**config.mk**
```make
export PLATFORM = sky130hd
export DESIGN_NAME = mem_req_arbiter_flat
export DESIGN_NICKNAME = d
export VERILOG_FILES = /design/src/rtl/mem_req_arbiter_if.sv /design/src/rtl/mem_req_arbiter.sv /design/src/flat_wrapper.sv
export SDC_FILE = /design/constraint.sdc
export NUM_CORES = 1
export LEC_CHECK = 0
export CORE_ASPECT_RATIO = 1.4
export CORE_MARGIN = 2
export CORE_UTILIZATION = 37
export DETAILED_ROUTE_END_ITERATION = 10
export GPL_TIMING_DRIVEN = 0
export HOLD_SLACK_MARGIN = 0.06
export PLACE_DENSITY = 0.91
export SLEW_MARGIN = 25
export SYNTH_ARGS = -nofsm -noshare
export SYNTH_HDL_FRONTEND = slang
export SYNTH_SLANG_ARGS = --single-unit
export TNS_END_PERCENT = 50
```
**constraint.sdc**
```tcl
create_clock -name clk -period 2.4 [get_ports clk]
set_input_delay 0.6 -clock clk [delete_from_list [all_inputs] [get_ports clk]]
set_output_delay 0.6 -clock clk [all_outputs]
set_load 0.02 [all_outputs]
```
**src/rtl/mem_req_arbiter_if.sv**
```systemverilog
// Requester-side and memory-side signals of the two-port memory arbiter.
interface mem_req_arbiter_if;
  // Requester 0 (I-side) and requester 1 (D-side)
  logic        req0;
  logic        req1;
  logic [31:0] addr0;
  logic [31:0] addr1;
  logic        we0;
  logic        we1;
  logic [31:0] wdata0;
  logic [31:0] wdata1;
  logic        ack0;
  logic        ack1;
  logic [31:0] rdata0;
  logic [31:0] rdata1;
  logic        err0;
  logic        err1;
  // Shared single-port main memory
  logic        mem_req;
  logic [31:0] mem_addr;
  logic        mem_we;
  logic [31:0] mem_wdata;
  logic [31:0] mem_rdata;
  logic        mem_ack;

  // Arbiter side
  modport slave (
    input  req0, req1, addr0, addr1, we0, we1, wdata0, wdata1, mem_rdata, mem_ack,
    output ack0, ack1, rdata0, rdata1, err0, err1, mem_req, mem_addr, mem_we, mem_wdata
  );

  // Requesters plus memory model side
  modport master (
    output req0, req1, addr0, addr1, we0, we1, wdata0, wdata1, mem_rdata, mem_ack,
    input  ack0, ack1, rdata0, rdata1, err0, err1, mem_req, mem_addr, mem_we, mem_wdata
  );
endinterface

```
**src/rtl/mem_req_arbiter.sv**
```systemverilog
// Round-robin arbiter between I-side and D-side requesters for a single-port memory.
// Sequences one word access at a time: ISSUE pulse, WAIT for ack or timeout, RESP pulse.
module mem_req_arbiter #(
  parameter int unsigned TIMEOUT_CYCLES = 15
) (
  input logic              clk,
  input logic              rst_n,
  mem_req_arbiter_if.slave bus
);

  localparam int unsigned CntW = $clog2(TIMEOUT_CYCLES + 1);

  typedef enum logic [1:0] {StIdle, StIssue, StWait, StResp} state_e;

  state_e          state_q, state_d;
  logic            cur_id_q, cur_id_d;
  logic            last_grant_q, last_grant_d;
  logic [CntW-1:0] cnt_q, cnt_d;
  logic [31:0]     addr_q, addr_d;
  logic [31:0]     wdata_q, wdata_d;
  logic            we_q, we_d;
  logic [31:0]     rdata_q, rdata_d;
  logic            err_q, err_d;
  logic            winner;

  // On a tie the requester that did not win last time gets the grant
  assign winner = (bus.req0 && bus.req1) ? ~last_grant_q : bus.req1;

  // Next-state logic: grant, issue, wait for ack/timeout, respond
  always_comb begin
    state_d      = state_q;
    cur_id_d     = cur_id_q;
    last_grant_d = last_grant_q;
    cnt_d        = cnt_q;
    addr_d       = addr_q;
    wdata_d      = wdata_q;
    we_d         = we_q;
    rdata_d      = rdata_q;
    err_d        = err_q;
    unique case (state_q)
      StIdle: begin
        if (bus.req0 || bus.req1) begin
          state_d      = StIssue;
          cur_id_d     = winner;
          last_grant_d = winner;
          addr_d       = winner ? bus.addr1 : bus.addr0;
          wdata_d      = winner ? bus.wdata1 : bus.wdata0;
          we_d         = winner ? bus.we1 : bus.we0;
        end
      end
      StIssue: begin
        cnt_d   = '0;
        state_d = StWait;
      end
      StWait: begin
        if (bus.mem_ack) begin
          rdata_d = we_q ? 32'h0 : bus.mem_rdata;
          err_d   = 1'b0;
          state_d = StResp;
        end else begin
          // Saturating count; the timeout fires on the cycle it reaches the limit
          if (cnt_q != CntW'(TIMEOUT_CYCLES)) begin
            cnt_d = cnt_q + 1'b1;
          end
          if (cnt_q >= CntW'(TIMEOUT_CYCLES - 1)) begin
            rdata_d = 32'h0;
            err_d   = 1'b1;
            state_d = StResp;
          end
        end
      end
      StResp: begin
        state_d = StIdle;
        addr_d  = '0;
        wdata_d = '0;
        we_d    = 1'b0;
      end
      default: state_d = StIdle;
    endcase
  end

  // State and datapath registers
  always_ff @(posedge clk or negedge rst_n) begin
    if (!rst_n) begin
      state_q      <= StIdle;
      cur_id_q     <= 1'b0;
      last_grant_q <= 1'b1;
      cnt_q        <= '0;
      addr_q       <= '0;
      wdata_q      <= '0;
      we_q         <= 1'b0;
      rdata_q      <= '0;
      err_q        <= 1'b0;
    end else begin
      state_q      <= state_d;
      cur_id_q     <= cur_id_d;
      last_grant_q <= last_grant_d;
      cnt_q        <= cnt_d;
      addr_q       <= addr_d;
      wdata_q      <= wdata_d;
      we_q         <= we_d;
      rdata_q      <= rdata_d;
      err_q        <= err_d;
    end
  end

  // Outputs decode from state; response data is gated so it reads 0 outside ack
  assign bus.ack0      = (state_q == StResp) && !cur_id_q;
  assign bus.ack1      = (state_q == StResp) && cur_id_q;
  assign bus.rdata0    = bus.ack0 ? rdata_q : 32'h0;
  assign bus.rdata1    = bus.ack1 ? rdata_q : 32'h0;
  assign bus.err0      = bus.ack0 && err_q;
  assign bus.err1      = bus.ack1 && err_q;
  assign bus.mem_req   = (state_q == StIssue);
  assign bus.mem_we    = (state_q == StIssue) && we_q;
  assign bus.mem_addr  = addr_q;
  assign bus.mem_wdata = wdata_q;

endmodule

```
**src/flat_wrapper.sv**
```systemverilog
// flat-port wrapper written by rule: the top's interface ports become plain ports
module mem_req_arbiter_flat 
#(
  parameter int unsigned TIMEOUT_CYCLES = 15
)
  (clk, rst_n, bus_req0, bus_req1, bus_addr0, bus_addr1, bus_we0, bus_we1, bus_wdata0, bus_wdata1, bus_mem_rdata, bus_mem_ack, bus_ack0, bus_ack1, bus_rdata0, bus_rdata1, bus_err0, bus_err1, bus_mem_req, bus_mem_addr, bus_mem_we, bus_mem_wdata);
  mem_req_arbiter_if bus_i ();
  input logic clk;
  input logic rst_n;
  input wire logic [$bits(bus_i.req0)-1:0] bus_req0;
  input wire logic [$bits(bus_i.req1)-1:0] bus_req1;
  input wire logic [$bits(bus_i.addr0)-1:0] bus_addr0;
  input wire logic [$bits(bus_i.addr1)-1:0] bus_addr1;
  input wire logic [$bits(bus_i.we0)-1:0] bus_we0;
  input wire logic [$bits(bus_i.we1)-1:0] bus_we1;
  input wire logic [$bits(bus_i.wdata0)-1:0] bus_wdata0;
  input wire logic [$bits(bus_i.wdata1)-1:0] bus_wdata1;
  input wire logic [$bits(bus_i.mem_rdata)-1:0] bus_mem_rdata;
  input wire logic [$bits(bus_i.mem_ack)-1:0] bus_mem_ack;
  output wire logic [$bits(bus_i.ack0)-1:0] bus_ack0;
  output wire logic [$bits(bus_i.ack1)-1:0] bus_ack1;
  output wire logic [$bits(bus_i.rdata0)-1:0] bus_rdata0;
  output wire logic [$bits(bus_i.rdata1)-1:0] bus_rdata1;
  output wire logic [$bits(bus_i.err0)-1:0] bus_err0;
  output wire logic [$bits(bus_i.err1)-1:0] bus_err1;
  output wire logic [$bits(bus_i.mem_req)-1:0] bus_mem_req;
  output wire logic [$bits(bus_i.mem_addr)-1:0] bus_mem_addr;
  output wire logic [$bits(bus_i.mem_we)-1:0] bus_mem_we;
  output wire logic [$bits(bus_i.mem_wdata)-1:0] bus_mem_wdata;
  assign bus_i.req0 = bus_req0;
  assign bus_i.req1 = bus_req1;
  assign bus_i.addr0 = bus_addr0;
  assign bus_i.addr1 = bus_addr1;
  assign bus_i.we0 = bus_we0;
  assign bus_i.we1 = bus_we1;
  assign bus_i.wdata0 = bus_wdata0;
  assign bus_i.wdata1 = bus_wdata1;
  assign bus_i.mem_rdata = bus_mem_rdata;
  assign bus_i.mem_ack = bus_mem_ack;
  assign bus_ack0 = bus_i.ack0;
  assign bus_ack1 = bus_i.ack1;
  assign bus_rdata0 = bus_i.rdata0;
  assign bus_rdata1 = bus_i.rdata1;
  assign bus_err0 = bus_i.err0;
  assign bus_err1 = bus_i.err1;
  assign bus_mem_req = bus_i.mem_req;
  assign bus_mem_addr = bus_i.mem_addr;
  assign bus_mem_we = bus_i.mem_we;
  assign bus_mem_wdata = bus_i.mem_wdata;
  mem_req_arbiter #(.TIMEOUT_CYCLES(TIMEOUT_CYCLES)) u_core (.clk(clk), .rst_n(rst_n), .bus(bus_i));
endmodule
```
### Yosys cells after proc, flatten, opt, wreduce, memory -nomap -nowiden

Index checks and enable logic that the tools add are counted.
W data, S select, Z words.

| cells by class | value |
|---|---|
| add/sub/neg operators | 1 |
| order comparisons | 1 |
| equal/unequal tests | 8 |
| mux-type cells | 24 |
| bitwise logic cells | 1 |
| reductions and logical operators | 17 |

Operators by type and width:

| cell | count |
|---|---|
| $mux W32 | 9 |
| $pmux W32 S2 | 2 |
| $mux W4 | 2 |
| $pmux W2 S4 | 1 |
| $pmux W4 S2 | 1 |
| $reduce_and A2 Y1 | 4 |
| $logic_and A1 B1 Y1 | 6 |
| $mux W2 | 3 |
| $reduce_bool A2 Y1 | 3 |
| $mux W1 | 5 |
| $add A4 B1 Y4 const B | 1 |
| $eq A2 B2 Y1 const B | 2 |
| $ge A4 B4 Y1 const B | 1 |
| $ne A2 B1 Y1 const B | 2 |
| $ne A4 B4 Y1 const B | 1 |
| $ne A3 B2 Y1 const B | 1 |
| $reduce_and A3 Y1 | 1 |
| $eq A2 B1 Y1 const B | 1 |
| $logic_not A2 Y1 | 1 |
| $ne A2 B2 Y1 const B | 1 |
| $pmux W1 S2 | 1 |
| $logic_not A1 Y1 | 1 |
| $logic_or A1 B1 Y1 | 1 |
| $not A1 Y1 | 1 |

| storage, ports and cells | value |
|---|---|
| register bits | 106 |
| bits of input ports | 167 |
| logic and storage cells | 61 |

### Longest topological paths before layout

Gate-level depths: netlist of the first run.

| logic depth | value |
|---|---|
| depth in word-level cells | 5 |
| mapped depth | 7 |
| depth with buffers taken out | 5 |

### Least setup slack after synthesis of the first run

Ideal clock, no wire load.

| timing path | value |
|---|---|
| path kind | register to output |
| from | register u_core.state_q[0] |
| to | output bus_rdata0[22] |
| arrival | 1.603 ns |
| setup slack | 0.197 ns |
| cell stages (with the launch flop) | 6 |
| path buffers | 2 |
| cell sequence | dfrtp_1 > ha_1 > buf_2 > nor2b_1 > clkbuf_1 > and2_1 |

| on the way | value |
|---|---|
| longest elaborated chain between the ends | 3 |

RTL lines:

| item | RTL line | text |
|---|---|---|
| start: declaration | mem_req_arbiter.sv:15 | `state_e state_q, state_d;` |
| start signal: assignment | mem_req_arbiter.sv:85 | `state_q <= StIdle;` |
| start signal: assignment | mem_req_arbiter.sv:95 | `state_q <= state_d;` |
| $eq A2 B2 Y1 | mem_req_arbiter.sv:108 | `assign bus.ack0 = (state_q == StResp) && !cur_id_q;` |
| $logic_and A1 B1 Y1 | mem_req_arbiter.sv:108 |  |
| net bus_ack0 | flat_wrapper.sv:20 | `output wire logic [$bits(bus_i.ack0)-1:0] bus_ack0;` |
| $mux W32 | mem_req_arbiter.sv:110 | `assign bus.rdata0 = bus.ack0 ? rdata_q : 32'h0;` |
| end: declaration | flat_wrapper.sv:22 | `output wire logic [$bits(bus_i.rdata0)-1:0] bus_rdata0;` |

The timed path passes the listed nets, and every way through them passes these cells.

### Final worst setup path of the first run

| timing path | value |
|---|---|
| from | register u_core.state_q[1] |
| to | output bus_rdata0[14] |

| on the way | value |
|---|---|
| longest elaborated chain between the ends | 3 |

RTL lines:

| item | RTL line |
|---|---|
| $eq A2 B2 Y1 | mem_req_arbiter.sv:108 |
| $logic_and A1 B1 Y1 | mem_req_arbiter.sv:108 |
| $mux W32 | mem_req_arbiter.sv:110 |

No other way between the ends.

==> flow_summary.json, run 1 <==
{
  "antenna_left": 0,
  "clkTransAtPathRegs_ns": 0.07,
  "synth_commonest_cells": "dfrtp_1 (105), a221o_1 (65), a21boi_1 (39)",
  "io_pins": 301,
  "cp.arrival_ns": 1.84,
  "first_iter_violations": 239,
  "dp_slack_ns": -0.5768,
  "synth_area_um2": 5086,
  "route.vias.total": 5100,
  "row_count": 50,
  "grt_pass1_vias": 5440,
  "final_cell_count_no_fill": 935,
  "via_per_inst": 5.455,
  "p_leak_uw": 0.004095,
  "syn_avg_cell_area_um2": 11.77,
  "wl_um": 18390,
  "relSlewSlack_pct": 64.50,
  "rsz0062_at_grt": "true",
  "dpl.hpwl_um": 14280,
  "fp.dieW_um": 103.1,
  "initial_core_util_pct": 37.99,
  "synth_cell_types": 36,
  "slowest_delay_ns": 0.37,
  "area_growth_pct": 69.22,
  "post-route-period-util_pct": 101.6,
  "critical_path_required_ns": 1.80,
  "antenna_found_initial": 0,
  "power_density_nw_per_um2": 1055,
  "crit_fanout": 9,
  "vdd_drop_max_mv": 0.5496,
  "status": "complete, but fails checks",
  "worstPathCellList": "ha_2 > buf_6 > nor2b_4 > buf_2 > and2_1 > buf_2",
  "hold_violations": 0,
  "cp-start-kind": "register",
  "violations": "negative setup slack",
  "cts_tree": "done",
  "die_h_um": 142.7,
  "max_freq_mhz": 410.2,
  "diodes": 0,
  "track_usage_pct": 24.16,
  "critPathCaptureType": "output pin",
  "synth.area.top_cells": "dfrtp_1 (52%), a221o_1 (13%), a21boi_1 (5.8%)",
  "cts_buffers": 9,
  "crit_buf_inv": 3,
  "die_area_um2": 14710,
  "ys.flop_type": "dfrtp_1",
  "fill_cells": 1060,
  "synth_nets": 605,
  "port_buffers": 300,
  "post-route-min-period_ns": 2.438,
  "clk_latency_ns": 0.34,
  "drc": 0,
  "drv_slew": 0,
  "skew_ns": 0.01260,
  "placedCellCount": 915,
  "synth-async-reset-ratio_pct": 100.0,
  "synth_top_area_share_pct": 51.66,
  "grt_max_degree": 57,
  "maxCapViolCount": 0,
  "crit_top_cell": "buf_2",
  "finalSetupViolCount": 5,
  "yosysMostFrequentCell": "dfrtp_1",
  "ys_ff_latch": 106,
  "dr.pass1.iters": 7,
  "clk_path_buf_depth": 2,
  "grt_pass1_wl_um": 27720,
  "nets": 922,
  "drive_above_1_share_pct": 13.81,
  "fin_util_pct": 64.29,
  "setup_ws_ns": -0.03764,
  "postCtsHoldBufs": 0,
  "cp_top_family": "buffers and inverters",
  "clock_sinks": 106,
  "cpMaxStageDelayCell": "dfrtp_1",
  "hold_class": "primary input to asynchronous set/reset pin",
  "root_buffer": "clkbuf_16",
  "worst_pin_slew_ns": 0.5324,
  "ys_seq_area_share_pct": 52.18,
  "synth.largest_area_cell": "dfrtp_1",
  "yosys_warnings": 0,
  "core_um2": 13390,
  "gp_congestion": 0.8684,
  "synth_edf_count": 0,
  "globalRouteOverflowTotal": 0,
  "crit_type": "register to output pin",
  "post_drt_wl_per_cell_um": 19.67,
  "synthCells": 432,
  "h-tree-depth": 3
}
## path summary, 6_finish.rpt
check | startpoint | endpoint | slack [ns] | depth (start not counted)
max in group asynchronous | rst_n | u_core.cnt_q[3] | 1.54 | 2
hold / removal | rst_n | u_core.rdata_q[7] | 0.21 | 1
hold reg to reg | u_core.last_grant_q | u_core.last_grant_q | 0.52 | 2
setup / recovery | u_core.state_q[1] | bus_rdata0[14] | -0.04 | 6
min in group clk | u_core.last_grant_q | u_core.last_grant_q | 0.52 | 2
setup reg to reg | u_core.state_q[0] | u_core.bus.mem_addr[9] | 0.32 | 8
## placed cells by master, fill, tap and decap left out, types with 5 or more instances in the layout
cell and n:
nand2_1 6, and2_1 32, ha_1 5, a21oi_1 6, a221o_1 65, dlygate4sd2_1 25
dfrtp_1 105, buf_2 44, clkdlybuf4s15_1 8, and3_1 33, a21boi_1 39, clkdlybuf4s50_1 229
inv_1 6, buf_6 13, clkbuf_1 9, a22o_1 32, clkbuf_16 9, a21boi_0 25
clkbuf_2 6, buf_4 11
## final cells by class
type / instances / area, um2 / share of cell area [%]
Tap cell: 182 / 227.7 / 2.646
Inverter: 6 / 22.52 / 0.2617
Clock inverter: 4 / 76.32 / 0.8868
Buffer: 45 / 285.3 / 3.314
Multi-Input combinational cell: 275 / 2192 / 25.47
Timing Repair Buffer: 306 / 2907 / 33.77
Clock buffer: 11 / 242.7 / 2.820
Sequential cell: 106 / 2654 / 30.83
## worst reg2reg max path: cells and delay by family, from the launching register on
kind,cells,cell delay (ns)
compound gates,2,0.46
fa+ha+maj,1,0.26
buf+inv,4,0.80
flops,1,0.39
simple gates,1,0.10
## power breakdown
part	leakage [uW]	internal [uW]	switching, uW
combinational	0.00256	2250	2390
sequential	0.00138	2440	443
clock	0.000152	939	622
total	0.00409	5630	3450
## what timing repair did
action                     in CTS  in global routing
cloned                          0                  1
resized for setup             180                 51
setup endpoints to repair      69                 63
setup buffers                   3                  1
## layer usage
metal | track usage, % | part of all wire, %
met2 | 43.20 | 53
met4 | 10.46 | 3.9
met3 | 5.629 | 8.4
met1 | 26.87 | 35
met5 | 0 | 0
## cells by family after synthesis
| logic type | Yosys count | synth area share [%] |
|---|---|---|
| muxes | 2 | 0.4919 |
| AOI/OAI and AO/OA | 178 | 30.11 |
| adders and majority gates | 6 | 1.476 |
| DFF | 106 | 52.18 |
| buffers and inverters | 51 | 5.068 |
| and+or+nand+nor | 89 | 10.68 |
## metrics by stage
stage	cell area [um2]	TNS, ns	power, uW	hold slack, ns
after global placement	8317	-325.70	7249	0.4944
after detailed placement	8346	-18.64	7457	0.5002
final	8607	-0.07461	9082	0.2078
after global routing	8607	-1.400	9606	0.2277
after floorplan	5086	0	5396	0.3044
after CTS	8553	-0.3186	9020	0.2316
## sequential cells by signal, indices dropped and copies added, names as in the netlist, 2 cells and up
name                  flops
u_core.rdata_q           32
u_core.state_q            2
u_core.bus.mem_addr      32
u_core.bus.mem_wdata     32
u_core.cnt_q              4
Note: power is estimated with default switching activity, not from simulation.
==> inputs of run 2 (changes only) <==
Settings changed: SKIP_LAST_GASP from default to 1.
==> run 2 against run 1 <==
The run still ends with negative setup slack left. Hold slack improved by 0.0011 ns. Via count increased by 0.69%. Clock power about the same. Register-to-register slack got worse by 0.21 ns. Flip-flop and latch count unchanged. Clock skew decreased by 0.00075 ns. Count of clock-buffer cells in the layout unchanged. Global-route usage about the same. Wire length increased by 2.1%. Critical endpoint unchanged. Largest power group unchanged. Highest routed layer unchanged.
==> flow_summary.json, run 2 (synthesis results as in run 1) <==
{
  "status": "complete, but fails checks",
  "violations": "negative setup slack",
  "antenna_found_initial": 0,
  "post-route-period-util_pct": 102.5,
  "dpl.hpwl_um": 14280,
  "p_leak_uw": 0.004161,
  "gp_congestion": 0.8684,
  "clock_sinks": 106,
  "hold_class": "primary input to asynchronous set/reset pin",
  "rr_startpoint": "u_core.state_q[0]",
  "antenna_left": 0,
  "first_iter_violations": 268,
  "dp_slack_ns": -0.5768,
  "critical_path_required_ns": 1.80,
  "root_buffer": "clkbuf_16",
  "diodes": 0,
  "postCtsHoldBufs": 0,
  "drv_slew": 0,
  "rrSetupSlack_ns": 0.11,
  "drive_above_1_share_pct": 15.04,
  "wl_met1_um": 6679,
  "track_usage_pct": 24.20,
  "critPathCaptureType": "output pin",
  "area_growth_pct": 70.31,
  "maxCapViolCount": 0,
  "clkTransAtPathRegs_ns": 0.07,
  "die_area_um2": 14710,
  "wl_um": 18770,
  "crit_type": "register to output pin",
  "power_density_nw_per_um2": 1062,
  "io_pins": 301,
  "hold_violations": 0,
  "clk_latency_ns": 0.34,
  "initial_core_util_pct": 37.99,
  "row_count": 50,
  "max_freq_mhz": 406.5,
  "worst_pin_slew_ns": 0.5309,
  "final_common_cell": "clkdlybuf4s50_1",
  "r2r_cells": 9,
  "cp-start-kind": "register",
  "drc": 0,
  "globalRouteOverflowTotal": 0,
  "vdd_drop_max_mv": 0.5499,
  "grt_pass1_vias": 5429,
  "fin_hold_ws_ns": 0.2089,
  "skew_ns": 0.01184,
  "grt_pass1_wl_um": 27750,
  "via_per_inst": 5.463,
  "finalSetupViolCount": 20,
  "h-tree-depth": 3,
  "nets": 927,
  "route.vias.total": 5135,
  "die_h_um": 142.7,
  "topRoutingLayerUsed": "met4",
  "fin_util_pct": 64.70,
  "relSlewSlack_pct": 64.60,
  "cts_buffers": 9,
  "grt_max_degree": 57,
  "clk_path_buf_depth": 2,
  "fp.dieW_um": 103.1,
  "cp.arrival_ns": 1.86,
  "crit_fanout": 7,
  "dr.pass1.iters": 7,
  "post_drt_wl_per_cell_um": 19.97,
  "wl_met3_um": 1430,
  "rsz0062_at_grt": "true",
  "fill_cells": 1049,
  "port_buffers": 300,
  "core_um2": 13390,
  "post-route-min-period_ns": 2.460,
  "route.met2.wl_um": 9900,
  "cts_tree": "done",
  "layout_common_cells": "clkdlybuf4s50_1 (230), dfrtp_1 (105), a221o_1 (65), buf_2 (42), a21boi_1 (39)",
  "setup_ws_ns": -0.06024,
  "worstReg2RegEnd": "u_core.bus.mem_addr[9]"
}
run 2: changes by cell type in the layout (fill, tap and decap cells not counted), sizes merged:
cell / before / now
clkdlybuf4s15: 8 / 4
clkdlybuf4s50: 229 / 230
buf: 70 / 74
dlymetal6s2s: 1 / 4
dlygate4sd2: 25 / 20
clkbuf: 29 / 35
run 2: area by class of cell:
| cell class | count | area (um2) | area share, % |
|---|---|---|---|
| Buffer | 45 | 281.5 | 3.250 |
| Clock inverter | 4 | 76.32 | 0.8811 |
| Sequential cell | 106 | 2654 | 30.64 |
| Tap cell | 182 | 227.7 | 2.629 |
| Multi-Input combinational cell | 275 | 2205 | 25.45 |
| Clock buffer | 11 | 242.7 | 2.802 |
| Timing Repair Buffer | 311 | 2953 | 34.09 |
| Inverter | 6 | 22.52 | 0.2600 |
run 2: worst max-delay path, cell delays in order, from the launching register on:
cell and delay (ns):
dfrtp_1 0.41, ha_4 0.17, buf_6 0.11, nor2b_4 0.31, buf_4 0.21, and2_1 0.14, buf_2 0.17
run 2: report_power, final:
group          internal [uW]  switching (uW)  total (uW)
registers               2440             455        2890
clock network            940             622        1560
logic                   2320            2430        4750
total                   5690            3510        9200
run 2: how the worst max path moves through the flow:
stage                           start                       to  slack (ns)  cells past startpoint
CTS                 u_core.state_q[0]            bus_rdata0[1]       -0.08                      6
detailed placement  u_core.state_q[1]           bus_rdata0[22]       -0.58                      6
floorplan           u_core.state_q[0]           bus_rdata0[22]        0.20                      5
global placement                rst_n  u_core.bus.mem_addr[30]       -2.95                      1
global route        u_core.state_q[0]           bus_rdata0[14]       -0.12                      6
finish              u_core.state_q[0]           bus_rdata0[14]       -0.06                      6
run 2: per-layer routing:
layer | up-vias | global-route usage, %
li1 | 2303 | -
met4 | 0 | 10.46
met3 | 52 | 5.580
met2 | 314 | 43.34
met5 | - | 0
met1 | 2466 | 26.90
run 2: repair_timing:
action / in CTS / in global routing
pin swaps: 0 / 1
setup buffers: 3 / 3
cloned: 0 / 4
resized for setup: 159 / 81
setup endpoints to repair: 69 / 69
run 2: per-stage QoR:
step | total power [uW] | std cells | setup TNS, ns | instance area [um2]
floorplan | 5396 | 432 | 0 | 5086
global placement | 7249 | 914 | -325.70 | 8317
detailed placement | 7457 | 915 | -18.64 | 8346
CTS | 9029 | 933 | -1.046 | 8600
global route | 9722 | 940 | -4.013 | 8662
finish | 9201 | 940 | -0.4744 | 8662
==> inputs of run 3 (changes only) <==
Settings changed: REMOVE_ABC_BUFFERS from default to 1.
==> run 3 against run 2 <==
The run now ends clean. Sequential power increased by 2%. Total power decreased by 1.2%. Combinational power decreased by 4.8%. Clock power increased by 4%. Critical path type unchanged. Largest cell class unchanged. Largest power group unchanged.
==> flow_summary.json, run 3 (synthesis results as in run 1) <==
{
  "grt_pass1_wl_um": 27540,
  "p_leak_uw": 0.004096,
  "io_pins": 301,
  "clock_sinks": 106,
  "critPathCaptureType": "output pin",
  "clkPwrFrac_pct": 18.0,
  "hold_violations": 0,
  "gp_congestion": 0.8286,
  "port_buffers": 300,
  "row_count": 50,
  "status": "complete, no violations",
  "nets": 892,
  "clk_latency_ns": 0.34,
  "final_common_cell": "clkdlybuf4s50_1",
  "r2r_cells": 9,
  "via_per_inst": 5.547,
  "critical_path_required_ns": 1.80,
  "crit_type": "register to output pin",
  "core_um2": 13390,
  "hold_class": "primary input to asynchronous set/reset pin",
  "die_h_um": 142.7,
  "post_drt_wl_per_cell_um": 19.68,
  "intPower_uw": 5598,
  "h-tree-depth": 3,
  "finalSetupViolCount": 0,
  "post-route-period-util_pct": 99.46,
  "dpl.hpwl_um": 13050,
  "antenna_found_initial": 0,
  "initial_core_util_pct": 37.99,
  "drive_above_1_share_pct": 8.287,
  "crit_end": "bus_mem_we",
  "worst_pin_slew_ns": 0.7257,
  "rr_startpoint": "u_core.state_q[1]",
  "fin_hold_ws_ns": 0.2042,
  "worstReg2RegEnd": "u_core.bus.mem_wdata[18]",
  "dr.pass1.iters": 4,
  "globalRouteOverflowTotal": 0,
  "drv_slew": 0,
  "tns_ns": 0,
  "rsz0062_at_grt": "true",
  "drc": 0,
  "area_growth_pct": 69.59,
  "max_freq_mhz": 418.9,
  "clkTransAtPathRegs_ns": 0.07,
  "cts_buffers": 9,
  "crit_fanout": 4,
  "skew_ns": 0.008589,
  "route.vias.total": 5026,
  "power_density_nw_per_um2": 1054,
  "startpoint": "u_core.state_q[1]",
  "wl_um": 17830,
  "netSwitchingPower_uw": 3490,
  "grt_max_degree": 66,
  "relSlewSlack_pct": 51.62,
  "layout_common_cells": "clkdlybuf4s50_1 (231), dfrtp_1 (102), a221o_1 (65), dlygate4sd2_1 (54), a21boi_1 (39)",
  "diodes": 0,
  "cp.arrival_ns": 1.79,
  "root_buffer": "clkbuf_16",
  "die_area_um2": 14710,
  "track_usage_pct": 24.09,
  "grt_pass1_vias": 5218,
  "rrSetupSlack_ns": 0.16,
  "clk_path_buf_depth": 2,
  "antenna_left": 0,
  "fp.dieW_um": 103.1,
  "cts_tree": "done",
  "power_frac_seq_pct": 32.3,
  "sw_frac_of_total_pct": 38.40,
  "power_frac_comb_pct": 49.7,
  "cp-start-kind": "register",
  "post-route-min-period_ns": 2.387,
  "vdd_drop_max_mv": 0.5587,
  "maxCapViolCount": 0,
  "first_iter_violations": 230
}
[run 3: cell types whose count changed in the layout (fill, tap and decap cells not counted), sizes merged]
cell	previous run	this run
buf	74	22
clkbuf	35	17
clkdlybuf4s15	4	5
clkdlybuf4s50	230	231
clkinvlp	1	0
dlygate4sd2	20	54
dlymetal6s2s	4	2
inv	6	9
[run 3: how the worst min path moves through the flow]
stage,start,cells past startpoint,end,slack (ns)
after floorplan,rst_n,0,u_core.bus.mem_addr[0],0.30
after global placement,u_core.rdata_q[10],1,u_core.rdata_q[10],0.49
after detailed placement,u_core.rdata_q[6],1,u_core.rdata_q[6],0.50
after CTS,rst_n,1,u_core.rdata_q[1],0.21
after global routing,rst_n,1,u_core.rdata_q[1],0.23
final,rst_n,1,u_core.rdata_q[1],0.20
[run 3: metal layers]
| layer | GRT usage (%) | vias to the layer above | share of wire [%] |
|---|---|---|---|
| met5 | 0 | - | 0 |
| met4 | 9.349 | 0 | 3.0 |
| met3 | 6.657 | 37 | 9.0 |
| met2 | 41.80 | 306 | 51 |
| met1 | 27.78 | 2449 | 37 |
| li1 | - | 2234 | - |
[run 3: layout make-up]
type                            count  area [um2]
Multi-Input combinational cell    275        2235
Fill cell                        1065        4762
Inverter                            6       22.52
Timing Repair Buffer              321        3147
Clock inverter                      6       95.09
Sequential cell                   106        2660
Tap cell                          182       227.7
Clock buffer                       10       239.0
[run 3: repair_timing]
item	4_1_cts	5_1_grt
resized for setup	74	20
buffers inserted	6	1
endpoints found under the setup margin	133	98
hold buffers	0	0
endpoints found under the hold margin	0	0
pin swaps	1	1
[run 3: worst max-delay path, stage by stage, from the launching register on]
cell and delay [ns]:
dfrtp_2 0.45, inv_1 0.09, ha_1 0.18, and2_1 0.13, clkdlybuf4s50_1 0.61
[run 3: power groups by stage]
stage / combinational (uW) / clock (uW) / sequential (uW)
after global placement: 4180 / 0 / 2880
after floorplan: 2020 / 0 / 3200
after global routing: 4840 / 1740 / 3010
after detailed placement: 4490 / 0 / 2930
after CTS: 4550 / 1670 / 2920
final: 4520 / 1630 / 2940
[run 3: through the flow]
step                      setup WS [ns]  util [%]  std cells  power [uW]  cell area (um2)
after floorplan                  -2.639         -        387        5223             4851
after global placement           -4.894     60.36        869        7061             8082
after detailed placement         -1.074     62.07        883        7412             8309
after CTS                       -0.2059     64.50        905        9138             8635
after global routing           -0.06593     64.43        906        9588             8626
final                           0.01307     64.43        906        9088             8626
==> RTL change (settings of run 1) <==
Take the reset off `addr_q` and load it in a clocked block of its own.
--- a/src/rtl/mem_req_arbiter.sv
+++ b/src/rtl/mem_req_arbiter.sv
@@ -87,5 +87,4 @@
       last_grant_q <= 1'b1;
       cnt_q        <= '0;
-      addr_q       <= '0;
       wdata_q      <= '0;
       we_q         <= 1'b0;
@@ -97,5 +96,4 @@
       last_grant_q <= last_grant_d;
       cnt_q        <= cnt_d;
-      addr_q       <= addr_d;
       wdata_q      <= wdata_d;
       we_q         <= we_d;
@@ -103,4 +101,8 @@
       err_q        <= err_d;
     end
+  end
+
+  always_ff @(posedge clk) begin
+    addr_q <= addr_d;
   end
 
Behaviour: not the same (a bounded check fails within 4 cycles, from zero or initial values and one cycle with rst_n low).
==> RTL change against run 1 <==
Final area barely moved. Core utilization rose by 0.29 points. Worst setup slack improved by 79 ps. Count of clock-buffer cells in the layout fell by 2. Area after synthesis fell by 1.5%. Power rose by 6.6%. Final cell count rose by 3.2%. Wire length rose by 1.3%. Register-to-register slack got worse by 150 ps. Sequential cell count did not move. Hold slack got worse by 19 ps. Non-clock buffer count fell by 4. Die area fell by 1.5%. Critical endpoint is now bus_rdata0[18].
==> RTL change: results (changes against run 1) <==
----------------------------------------------------
[Run status]
  Status ... finished, final reports clean (was finished with violations)

[Power and ir drop]
  Seq power ... 3220 uW (was 2880 uW)
  Leakage power total ... 0.004079 uW (was 0.004095 uW)

[Place]
  Final Wtd Congestion ... 0.8343 (was 0.8684)
  Placed wire-length estimate ... 14.15 mm (was 14.28 mm)
  # placed instances ... 943 (was 915)
  Post-Place Setup Slack ... -790.3 ps (was -576.8 ps)

[STA]
  Minimum setup slack in the final design ... 41.72 ps (was -37.64 ps)
  Worst Hold Margin ... 188.9 ps (was 207.8 ps)
  Max transition margin ... 55.22% (was 64.50%)

[Layout]
  Layout non-clock buf frac ... 37.41% (was 37.08%)
  Seq/total area ... 32.71% (was 30.83%)
  Total area of sequential cells ... 2815 um^2 (was 2654 um^2)
  Nonclk inv count ... 7 (was 6)
  Fraction of final layout cells with drive strength greater than 1 ... 13.03% (was 13.81%)
  Fillers ... 1059 (was 1060)
  Non-clock buffer count in the final layout ... 347 (was 351)
  Final nets ... 951 (was 922)
  Multi-input gate area in the final layout ... 1994 um^2 (was 2192 um^2)
  Clock buf/inv share ... 3.722% (was 3.707%)

[Synthesis]
  Most area-consuming cells after synthesis ... dfrtp_1, edfxtp_1, and3_1, a221o_1, a22o_1 (was dfrtp_1, a221o_1, a21boi_1, a22o_1, and2_1)
  Count of different cell masters after synthesis ... 37 (was 36)
  Post-synthesis sequential area ratio ... 56.20% (was 52.18%)
  Ranking of synthesized cells by instance count ... dfrtp_1, nand2_1, and3_1, a21oi_1, and2_1 (was dfrtp_1, a221o_1, a21boi_1, and2_1, and3_1)
  Post-synth net total ... 633 (was 605)
  Fraction of synthesis flops using an asynchronous set or reset pin ... 69.81% (was 100.0%)
  Count of flip-flops with a built-in enable after synthesis ... 32 (was 0)
  Share of the synthesized area in the top cell type ... 36.48% (was 51.66%)
  Number of instances in the synthesized netlist ... 460 (was 432)

[Route]
  Per-cell routed wire length ... 19.31 um (was 19.67 um)
  Number of detailed-routing iterations run before antenna repair ... 4 (was 7)
  Initial DRC count ... 172 (was 239)
  Routed via count divided by cell count ... 5.205 (was 5.455)
  Total length of routed wires ... 18.64 mm (was 18.39 mm)

[Worst setup path]
  Length in cells of the worst reg-to-reg path ... 7 (was 8)
  Crit path arrival time ... 1760 ps (was 1840 ps)
  Biggest fanout along the worst timing path ... 10 (was 9)
  Worst setup path endpoint ... bus_rdata0[18] (was bus_rdata0[14])
  Internal reg-to-reg setup slack ... 170 ps (was 320 ps)

[Global routing]
  Maximum number of pins on one net before global-route repair ... 47 (was 57)
  Number of global-route vias before repair ... 5087 (was 5440)
  Antenna violations before repair ... 1 (was 0)

[Floorplanning]
  Die outline width ... 102.3 um (was 103.1 um)

----------------------------------------------------
RTL change: cell types whose count changed after synthesis, sizes merged, moves of 9 or more:
cell | run 1 | this run
buf | 28 | 14
and3 | 33 | 66
clkbuf | 17 | 26
dfrtp | 105 | 73
edfxtp | 0 | 32
nand2 | 6 | 68
a221o | 65 | 33
a21oi | 6 | 38
a21boi | 65 | 1
RTL change: per-layer routing:
metal	global-route usage, %	part of all wire [%]	up-vias
met5	0	0	-
met4	11.02	4.3	0
met3	6.453	8.3	53
met2	42.52	50	238
met1	29.15	37	2407
li1	-	-	2325
RTL change: timing repair:
action | CTS | global route
pin swaps | 0 | 1
setup buffers | 5 | 0
gates cloned | 1 | 1
gates resized for setup | 228 | 19
endpoints found under the setup margin | 68 | 63
hold buffers | 0 | 0
RTL change: cell families after synthesis:
group	Yosys count	share of synthesized area [%]
compound gates	115	17.84
simple gates	184	19.62
fa+ha+maj	6	1.499
flops	106	56.20
buf+inv	47	4.423
mux	2	0.4248
